[src/rtl/rx_frame_buffer.sv]
// Receive frame buffer: filters deframed bytes into a circular RAM, commits or drops each
// frame at its end marker (FCS stripped) and streams committed frames to the host.
module rx_frame_buffer #(
    parameter int DEPTH   = 256,
    parameter int AW      = 8,
    parameter int NFRAMES = 4,
    parameter int MAX_LEN = 1280
) (
    input  logic        netclk,
    input  logic        reset,
    input  logic        byte_ready,
    input  logic [7:0]  din,
    input  logic        frame_complete,
    input  logic        frame_valid,
    input  logic        frame_abort,
    input  logic [7:0]  my_station,
    input  logic        promisc,
    output logic [7:0]  rd_data,
    output logic        rd_valid,
    output logic        rd_last,
    input  logic        rd_ready,
    output logic [AW:0] frames_pending,
    output logic        drop_pulse,
    output logic [1:0]  drop_reason
);

    localparam int CW = $clog2(MAX_LEN + 1);
    localparam int FW = $clog2(NFRAMES);
    localparam logic [AW:0]   FULL_LVL = (AW + 1)'(DEPTH);
    localparam logic [AW:0]   PTR_ONE  = (AW + 1)'(1);
    localparam logic [FW:0]   LF_FULL  = (FW + 1)'(NFRAMES);
    localparam logic [FW:0]   LF_ONE   = (FW + 1)'(1);
    localparam logic [CW-1:0] LEN_MAX  = CW'(MAX_LEN);

    typedef enum logic [1:0] {S_IDLE, S_RECV, S_DISCARD} wr_state_t;

    logic [7:0]    r_mem [DEPTH];
    logic [CW-1:0] r_lf_mem [NFRAMES];
    wr_state_t     r_state;
    logic          r_byte_q, r_end_q, r_abort_q;
    logic [AW:0]   r_wr_ptr, r_frame_start, r_rd_ptr;
    logic [CW-1:0] r_cnt, r_pos;
    logic [FW:0]   r_lf_wr, r_lf_rd;
    logic          r_err_pend;
    logic [1:0]    r_err_reason;
    logic          r_drop_pulse;
    logic [1:0]    r_drop_reason;
    logic [7:0]    r_rd_data;
    logic          r_rd_valid, r_rd_last;

    logic          w_byte_ev, w_end_ev, w_abort_ev;
    logic          w_pass, w_full, w_byte_err, w_we, w_lf_full, w_end_ok;
    logic          w_xfer, w_load;
    logic [1:0]    w_byte_reason, w_end_reason;
    logic [CW-1:0] w_cnt_n, w_len, w_head_len, w_load_idx;
    logic [FW:0]   w_lf_cnt;
    logic [AW-1:0] w_fetch;

    assign w_byte_ev     = byte_ready & ~r_byte_q;
    assign w_end_ev      = frame_complete & ~r_end_q;
    assign w_abort_ev    = frame_abort & ~r_abort_q;
    assign w_pass        = (din == my_station) | (din == 8'hFF) | promisc;
    assign w_full        = (r_wr_ptr - r_rd_ptr) == FULL_LVL;
    assign w_byte_err    = w_full | (r_cnt == LEN_MAX);
    assign w_byte_reason = w_full ? 2'd2 : 2'd1;
    assign w_cnt_n       = r_cnt + (w_byte_ev ? CW'(1) : CW'(0));
    assign w_len         = w_cnt_n - CW'(2);
    assign w_lf_cnt      = r_lf_wr - r_lf_rd;
    assign w_lf_full     = w_lf_cnt == LF_FULL;
    assign w_we          = w_byte_ev & ~w_full &
                           (((r_state == S_IDLE) & w_pass) | ((r_state == S_RECV) & (r_cnt != LEN_MAX)));

    // End-of-frame verdict; a byte arriving with the end marker is counted first
    always_comb begin
        w_end_ok     = 1'b0;
        w_end_reason = 2'd2;
        if (w_byte_ev && w_byte_err)  w_end_reason = w_byte_reason;
        else if (w_cnt_n < CW'(4))    w_end_reason = 2'd1;
        else if (!frame_valid)        w_end_reason = 2'd0;
        else if (w_lf_full)           w_end_reason = 2'd2;
        else                          w_end_ok     = 1'b1;
    end

    always_ff @(posedge netclk) begin
        if (w_we) r_mem[r_wr_ptr[AW-1:0]] <= din;
    end

    always_ff @(posedge netclk) begin
        if (reset) begin
            r_state       <= S_IDLE;
            r_byte_q      <= 1'b0;
            r_end_q       <= 1'b0;
            r_abort_q     <= 1'b0;
            r_wr_ptr      <= '0;
            r_frame_start <= '0;
            r_cnt         <= '0;
            r_lf_wr       <= '0;
            r_err_pend    <= 1'b0;
            r_err_reason  <= '0;
            r_drop_pulse  <= 1'b0;
            r_drop_reason <= '0;
        end else begin
            r_byte_q     <= byte_ready;
            r_end_q      <= frame_complete;
            r_abort_q    <= frame_abort;
            r_drop_pulse <= 1'b0;
            unique case (r_state)
                S_IDLE: begin
                    if (w_byte_ev) begin
                        r_frame_start <= r_wr_ptr;
                        r_cnt         <= CW'(1);
                        if (!w_pass) begin
                            r_err_pend <= 1'b0;
                            r_state    <= S_DISCARD;
                        end else if (w_full) begin
                            r_err_pend   <= 1'b1;
                            r_err_reason <= 2'd2;
                            r_state      <= S_DISCARD;
                        end else begin
                            r_wr_ptr <= r_wr_ptr + PTR_ONE;
                            r_state  <= S_RECV;
                        end
                    end
                end
                S_RECV: begin
                    if (w_abort_ev) begin
                        r_wr_ptr      <= r_frame_start;
                        r_drop_pulse  <= 1'b1;
                        r_drop_reason <= 2'd3;
                        r_state       <= S_IDLE;
                    end else if (w_end_ev) begin
                        r_state <= S_IDLE;
                        if (w_end_ok) begin
                            r_lf_mem[r_lf_wr[FW-1:0]] <= w_len;
                            r_lf_wr  <= r_lf_wr + LF_ONE;
                            r_wr_ptr <= r_frame_start + (AW + 1)'(w_len);
                        end else begin
                            r_wr_ptr      <= r_frame_start;
                            r_drop_pulse  <= 1'b1;
                            r_drop_reason <= w_end_reason;
                        end
                    end else if (w_byte_ev) begin
                        if (w_byte_err) begin
                            r_err_pend   <= 1'b1;
                            r_err_reason <= w_byte_reason;
                            r_state      <= S_DISCARD;
                        end else begin
                            r_wr_ptr <= r_wr_ptr + PTR_ONE;
                            r_cnt    <= w_cnt_n;
                        end
                    end
                end
                S_DISCARD: begin
                    if (w_end_ev || w_abort_ev) begin
                        r_wr_ptr   <= r_frame_start;
                        r_state    <= S_IDLE;
                        r_err_pend <= 1'b0;
                        if (r_err_pend) begin
                            r_drop_pulse  <= 1'b1;
                            r_drop_reason <= r_err_reason;
                        end
                    end
                end
                default: r_state <= S_IDLE;
            endcase
        end
    end

    // Output register is refilled from rd_ptr, or from the byte after it when the held byte
    // is leaving this cycle; rd_ptr itself only moves on a transfer, so the held byte's slot
    // stays reserved until the host takes it.
    assign w_xfer     = r_rd_valid & rd_ready;
    assign w_load     = (w_lf_cnt != '0) & (~r_rd_valid | (w_xfer & ~r_rd_last));
    assign w_head_len = r_lf_mem[r_lf_rd[FW-1:0]];
    assign w_fetch    = r_rd_ptr[AW-1:0] + (r_rd_valid ? AW'(1) : AW'(0));
    assign w_load_idx = r_pos + (r_rd_valid ? CW'(2) : CW'(1));

    always_ff @(posedge netclk) begin
        if (reset) begin
            r_rd_ptr   <= '0;
            r_pos      <= '0;
            r_lf_rd    <= '0;
            r_rd_data  <= '0;
            r_rd_valid <= 1'b0;
            r_rd_last  <= 1'b0;
        end else begin
            if (w_xfer) begin
                r_rd_ptr   <= r_rd_ptr + PTR_ONE;
                r_rd_valid <= 1'b0;
                r_rd_last  <= 1'b0;
                if (r_rd_last) begin
                    r_pos   <= '0;
                    r_lf_rd <= r_lf_rd + LF_ONE;
                end else begin
                    r_pos <= r_pos + CW'(1);
                end
            end
            if (w_load) begin
                r_rd_data  <= r_mem[w_fetch];
                r_rd_valid <= 1'b1;
                r_rd_last  <= (w_load_idx == w_head_len);
            end
        end
    end

    assign rd_data        = r_rd_data;
    assign rd_valid       = r_rd_valid;
    assign rd_last        = r_rd_last;
    assign frames_pending = (AW + 1)'(w_lf_cnt);
    assign drop_pulse     = r_drop_pulse;
    assign drop_reason    = r_drop_reason;

endmodule

[config.mk]
export PLATFORM = sky130hd
export DESIGN_NAME = rx_frame_buffer
export DESIGN_NICKNAME = d
export VERILOG_FILES = /design/src/rtl/rx_frame_buffer.sv
export SDC_FILE = /design/constraint.sdc
export NUM_CORES = 2
export LEC_CHECK = 0
export ABC_CLOCK_PERIOD_IN_PS = 4080
export BUFFER_PORTS_ARGS = -buffer_cell sky130_fd_sc_hd__buf_2
export CORE_AREA = 2 2 393 395
export DETAILED_ROUTE_END_ITERATION = 10
export DIE_AREA = 0 0 395 397
export PLACE_DENSITY = 0.75
export SETUP_SLACK_MARGIN = 0.4
export SYNTH_ARGS = -nofsm -noshare
export SYNTH_HDL_FRONTEND = slang
export SYNTH_SLANG_ARGS = --single-unit
[constraint.sdc]
create_clock -name netclk -period 4.08 [get_ports netclk]
set_input_delay 0.204 -clock netclk [delete_from_list [all_inputs] [get_ports netclk]]
set_output_delay 0.204 -clock netclk [all_outputs]
set_load 0.01 [all_outputs]
==> impl_metrics.yaml <==
run_status:
  status: "finished, final reports clean"
sta:
  grt_setup_unrepaired: "true"
  finalCriticalPeriod_ns: 3.69
  finalSetupViolCount: 0
  maxSlewHeadroom_pct: 7.86
  period_share_pct: 90.3
  skew_ns: 0.0272
  fin_setup_tns_ns: 0
  worst_slew_pin_slew_ns: 1.38
  hold_ws_ns: 0.0818
  max_freq_mhz: 271
  finalHoldViolations: 0
  drv_slew: 0
yosys:
  synth_edf_count: 2092
  avgSynthCellArea_um2: 19.7
  seq_area_frac_synth_pct: 74.6
  synth_area_um2: 86300
  synthArstFlopShare_pct: 0
  synth_mux_area_share_pct: 15.9
  post-synth-top-area-cell: "edfxtp_1"
  synth_flop_cell: "edfxtp_1"
  synthCells: 4381
  synthSimpleGateAreaFrac_pct: 4.53
  synth_compound_area_share_pct: 1.96
  ys.warnings.count: 0
  synth_top_area_share_pct: 72.8
  synth-seq-cells: 2170
  synth_fa_ha_area_share_pct: 0.649
  synth_top_family_by_area: "multiplexers"
  synth.area.top_cells: "edfxtp_1, mux4_2, dfxtp_1"
  synth_cell_types: 76
  synthXorXnorAreaFrac_pct: 0.942
power:
  powerDensity_nw_per_um2: 464
  power_leakage_nw: 30.4
  ir_worst_vdd_mv: 0.526
detailed_routing:
  drt_iter0_drc: 6189
  dr.pass1.iters: 8
  vias: 45500
  avgViaCountPerCell: 6.57
  totalWireLength_mm: 216
  drc_errors: 0
  routedWlPerCell_um: 31.2
  ant_nets: 0
floorplan:
  die_width_um: 395
  ios: 46
  die_h_um: 397
  fp-row-count: 144
  initial_utilization_pct: 56.4
  placeableCoreArea_um2: 153000
  dieArea_um2: 157000
critical_path:
  reg2reg_from: "r_rd_ptr[0]"
  critPathLaunchType: "flip-flop"
  r2r_cells: 13
  path_cells: "ha_4, ha_4, buf_4, buf_6, buf_4, mux4_2, nand2_1, nand3_1, nand4_1, nor2_1, a31oi_1, a31oi_1, a211o_1"
  crit_type: "flip-flop to flip-flop"
  worst-path-buf-inv: 3
  critPathMaxStageDelay_ns: 0.41
  cp.depth: 13
  cp.required_ns: 4.82
  path_max_fanout: 16
  cp_top_family: "compound AO/OA/AOI/OAI gates"
  cp.arrival_ns: 4.42
  slowest_stage: "ha_4"
  r2r_slack_ns: 0.39
  r2r_end: "rd_data[7]"
  crit_path_end: "rd_data[7]"
  end_kind: "flip-flop"
  startpoint: "r_rd_ptr[0]"
clocking:
  cts_tree: "yes"
  clockBufferDepth: 3
  clkTransAtPathRegs_ns: 0.06
  numCtsBuffers: 203
  clkLatencyLatePin_ns: 0.86
  cts_max_level: 4
  root_buffer: "clkbuf_16"
  numClockSinks: 2170
grt:
  grt_pass1_wl_mm: 314
  track_usage_pct: 27.7
  grt_max_degree: 178
  overflow: 0
  grt_pass1_vias: 45000
  antenna_found_initial: 1
place:
  port_buffers: 39
  gp_congestion: 0.970
  dp.cells: 6507
  hpwl_mm: 132
layout:
  area_delta_synth_final_pct: 15.2
  stdcell_count: 6928
  drive_gt1_share_pct: 30.8
  fill_cells: 9611
  final_nets: 4774
worst_hold_path:
  min_path_type: "input pin to flip-flop"
flow_run:
  cap_violations: 0
## area by class of cell
cell class	instances	area, um^2	area share [%]
diodes	1	2.50	0.00252
clock buffers	237	5250	5.28
flip-flops and latches	2170	64400	64.8
repair buffers	376	3440	3.46
clock inverters	144	1470	1.47
inverters	33	128	0.128
well taps	2044	2560	2.57
multi-input cells	1923	22200	22.3
## logic make-up after synthesis
| group | count (synthesis) |
|---|---|
| other cells | 1 |
| simple gates | 900 |
| buf+inv | 293 |
| compound gates | 247 |
| mux | 635 |
| xor+xnor | 92 |
| fa+ha+maj | 43 |
| flops | 2170 |
## registers in the layout, summed over array words and instances, names as in the netlist, 2 cells and up, named ones only
signal,cells
r_mem,2048
r_lf_mem,44
r_cnt,11
r_pos,11
r_frame_start,9
r_rd_ptr,9
r_wr_ptr,9
rd_data,8
r_lf_rd,3
r_lf_wr,3
drop_reason,2
r_err_reason,2
r_state,2
## worst min-delay path by stage
stage                     slack [ns]            end       start  depth (start not counted)
after floorplan                 0.30    r_mem[0][0]      din[0]                          0
after global placement          0.44     rd_data[4]  rd_data[4]                          1
after detailed placement        0.45     rd_data[7]  rd_data[7]                          1
after CTS                       0.06  r_mem[252][3]      din[3]                          2
after global routing            0.09  r_mem[243][3]      din[3]                          2
final                           0.08  r_mem[242][3]      din[3]                          2
## report_power, final
group | internal (mW) | switching, mW | total, mW | leakage, nW
Clock | 10.6 | 8.41 | 19.0 | 3.24
Combinational | 0.739 | 1.81 | 2.55 | 7.74
Sequential | 24.5 | 0.0690 | 24.6 | 19.4
## routing by layer
layer / vias to the layer above / wire [um] / GRT usage [%] / share of wire (%)
li1: 18500 / - / - / -
met1: 23600 / 79900 / 38.6 / 37
met2: 2962 / 103000 / 43.2 / 48
met3: 458 / 23700 / 6.27 / 11
met4: 6 / 9250 / 10.7 / 4.3
met5: - / 34 / 0 / 0.016
## synthesized netlist by cell type (3+ instances only)
cell and number:
a221oi_1 18, o21ai_0 36, mux2_2 3, or4_1 4
fa_1 3, clkbuf_1 160, and2_1 6, nor2b_1 12
o211ai_1 6, ha_1 40, buf_2 50, o221ai_1 6
a211oi_1 3, nand3_1 139, a22o_1 4, a21oi_1 58
mux4_2 589, nor4_1 5, buf_4 15, a22oi_1 29
buf_1 35, nand2b_1 14, a211o_1 10, xnor2_1 56
dfxtp_1 78, edfxtp_1 2092, inv_1 32, a31oi_1 38
o22ai_1 4, xor2_1 35, nor3_1 21, nand4_1 34
nand2_1 277, and3_1 11, or3_1 13, mux2i_1 41
nor2_1 353, o311ai_0 3
## cell usage in the layout, fill, tap and decap left out, types with 16 or more instances in the layout
| cell | instances |
|---|---|
| clkinvlp_4 | 16 |
| nand4_1 | 34 |
| o21ai_0 | 35 |
| a221oi_1 | 17 |
| nand2_1 | 268 |
| buf_12 | 33 |
| inv_1 | 30 |
| edfxtp_1 | 2092 |
| clkbuf_1 | 31 |
| bufinv_16 | 21 |
| dfxtp_1 | 75 |
| nand3_1 | 134 |
| nor2_1 | 183 |
| nor2_2 | 57 |
| mux4_2 | 589 |
| clkbuf_16 | 207 |
| xnor2_1 | 47 |
| a31oi_1 | 37 |
| clkinv_2 | 39 |
| mux2i_1 | 41 |
| buf_2 | 31 |
| clkinv_1 | 50 |
| buf_4 | 271 |
| xor2_1 | 32 |
| ha_1 | 30 |
| nor2_4 | 113 |
| a21oi_1 | 53 |
| a22oi_1 | 26 |
## what timing repair did
item                                    CTS  global route
setup endpoints to repair              2035          2093
endpoints found under the hold margin   121             0
cloned                                    0             3
gates resized for setup                 248           103
pin swaps                                 7            40
setup buffers                             1            20
hold buffers                             15             0
## per-stage QoR
stage	setup slack [ns]	total power, mW	instance area, um^2	utilization [%]
floorplan	0.370	26.2	86400	-
global placement	-0.132	27.3	90900	59.4
detailed placement	-0.217	27.3	90900	59.4
CTS	0.249	46.2	98700	64.5
global route	0.352	47.3	99400	65.0
finish	0.394	46.2	99400	65.0
Power figures use the tool's default switching activity.
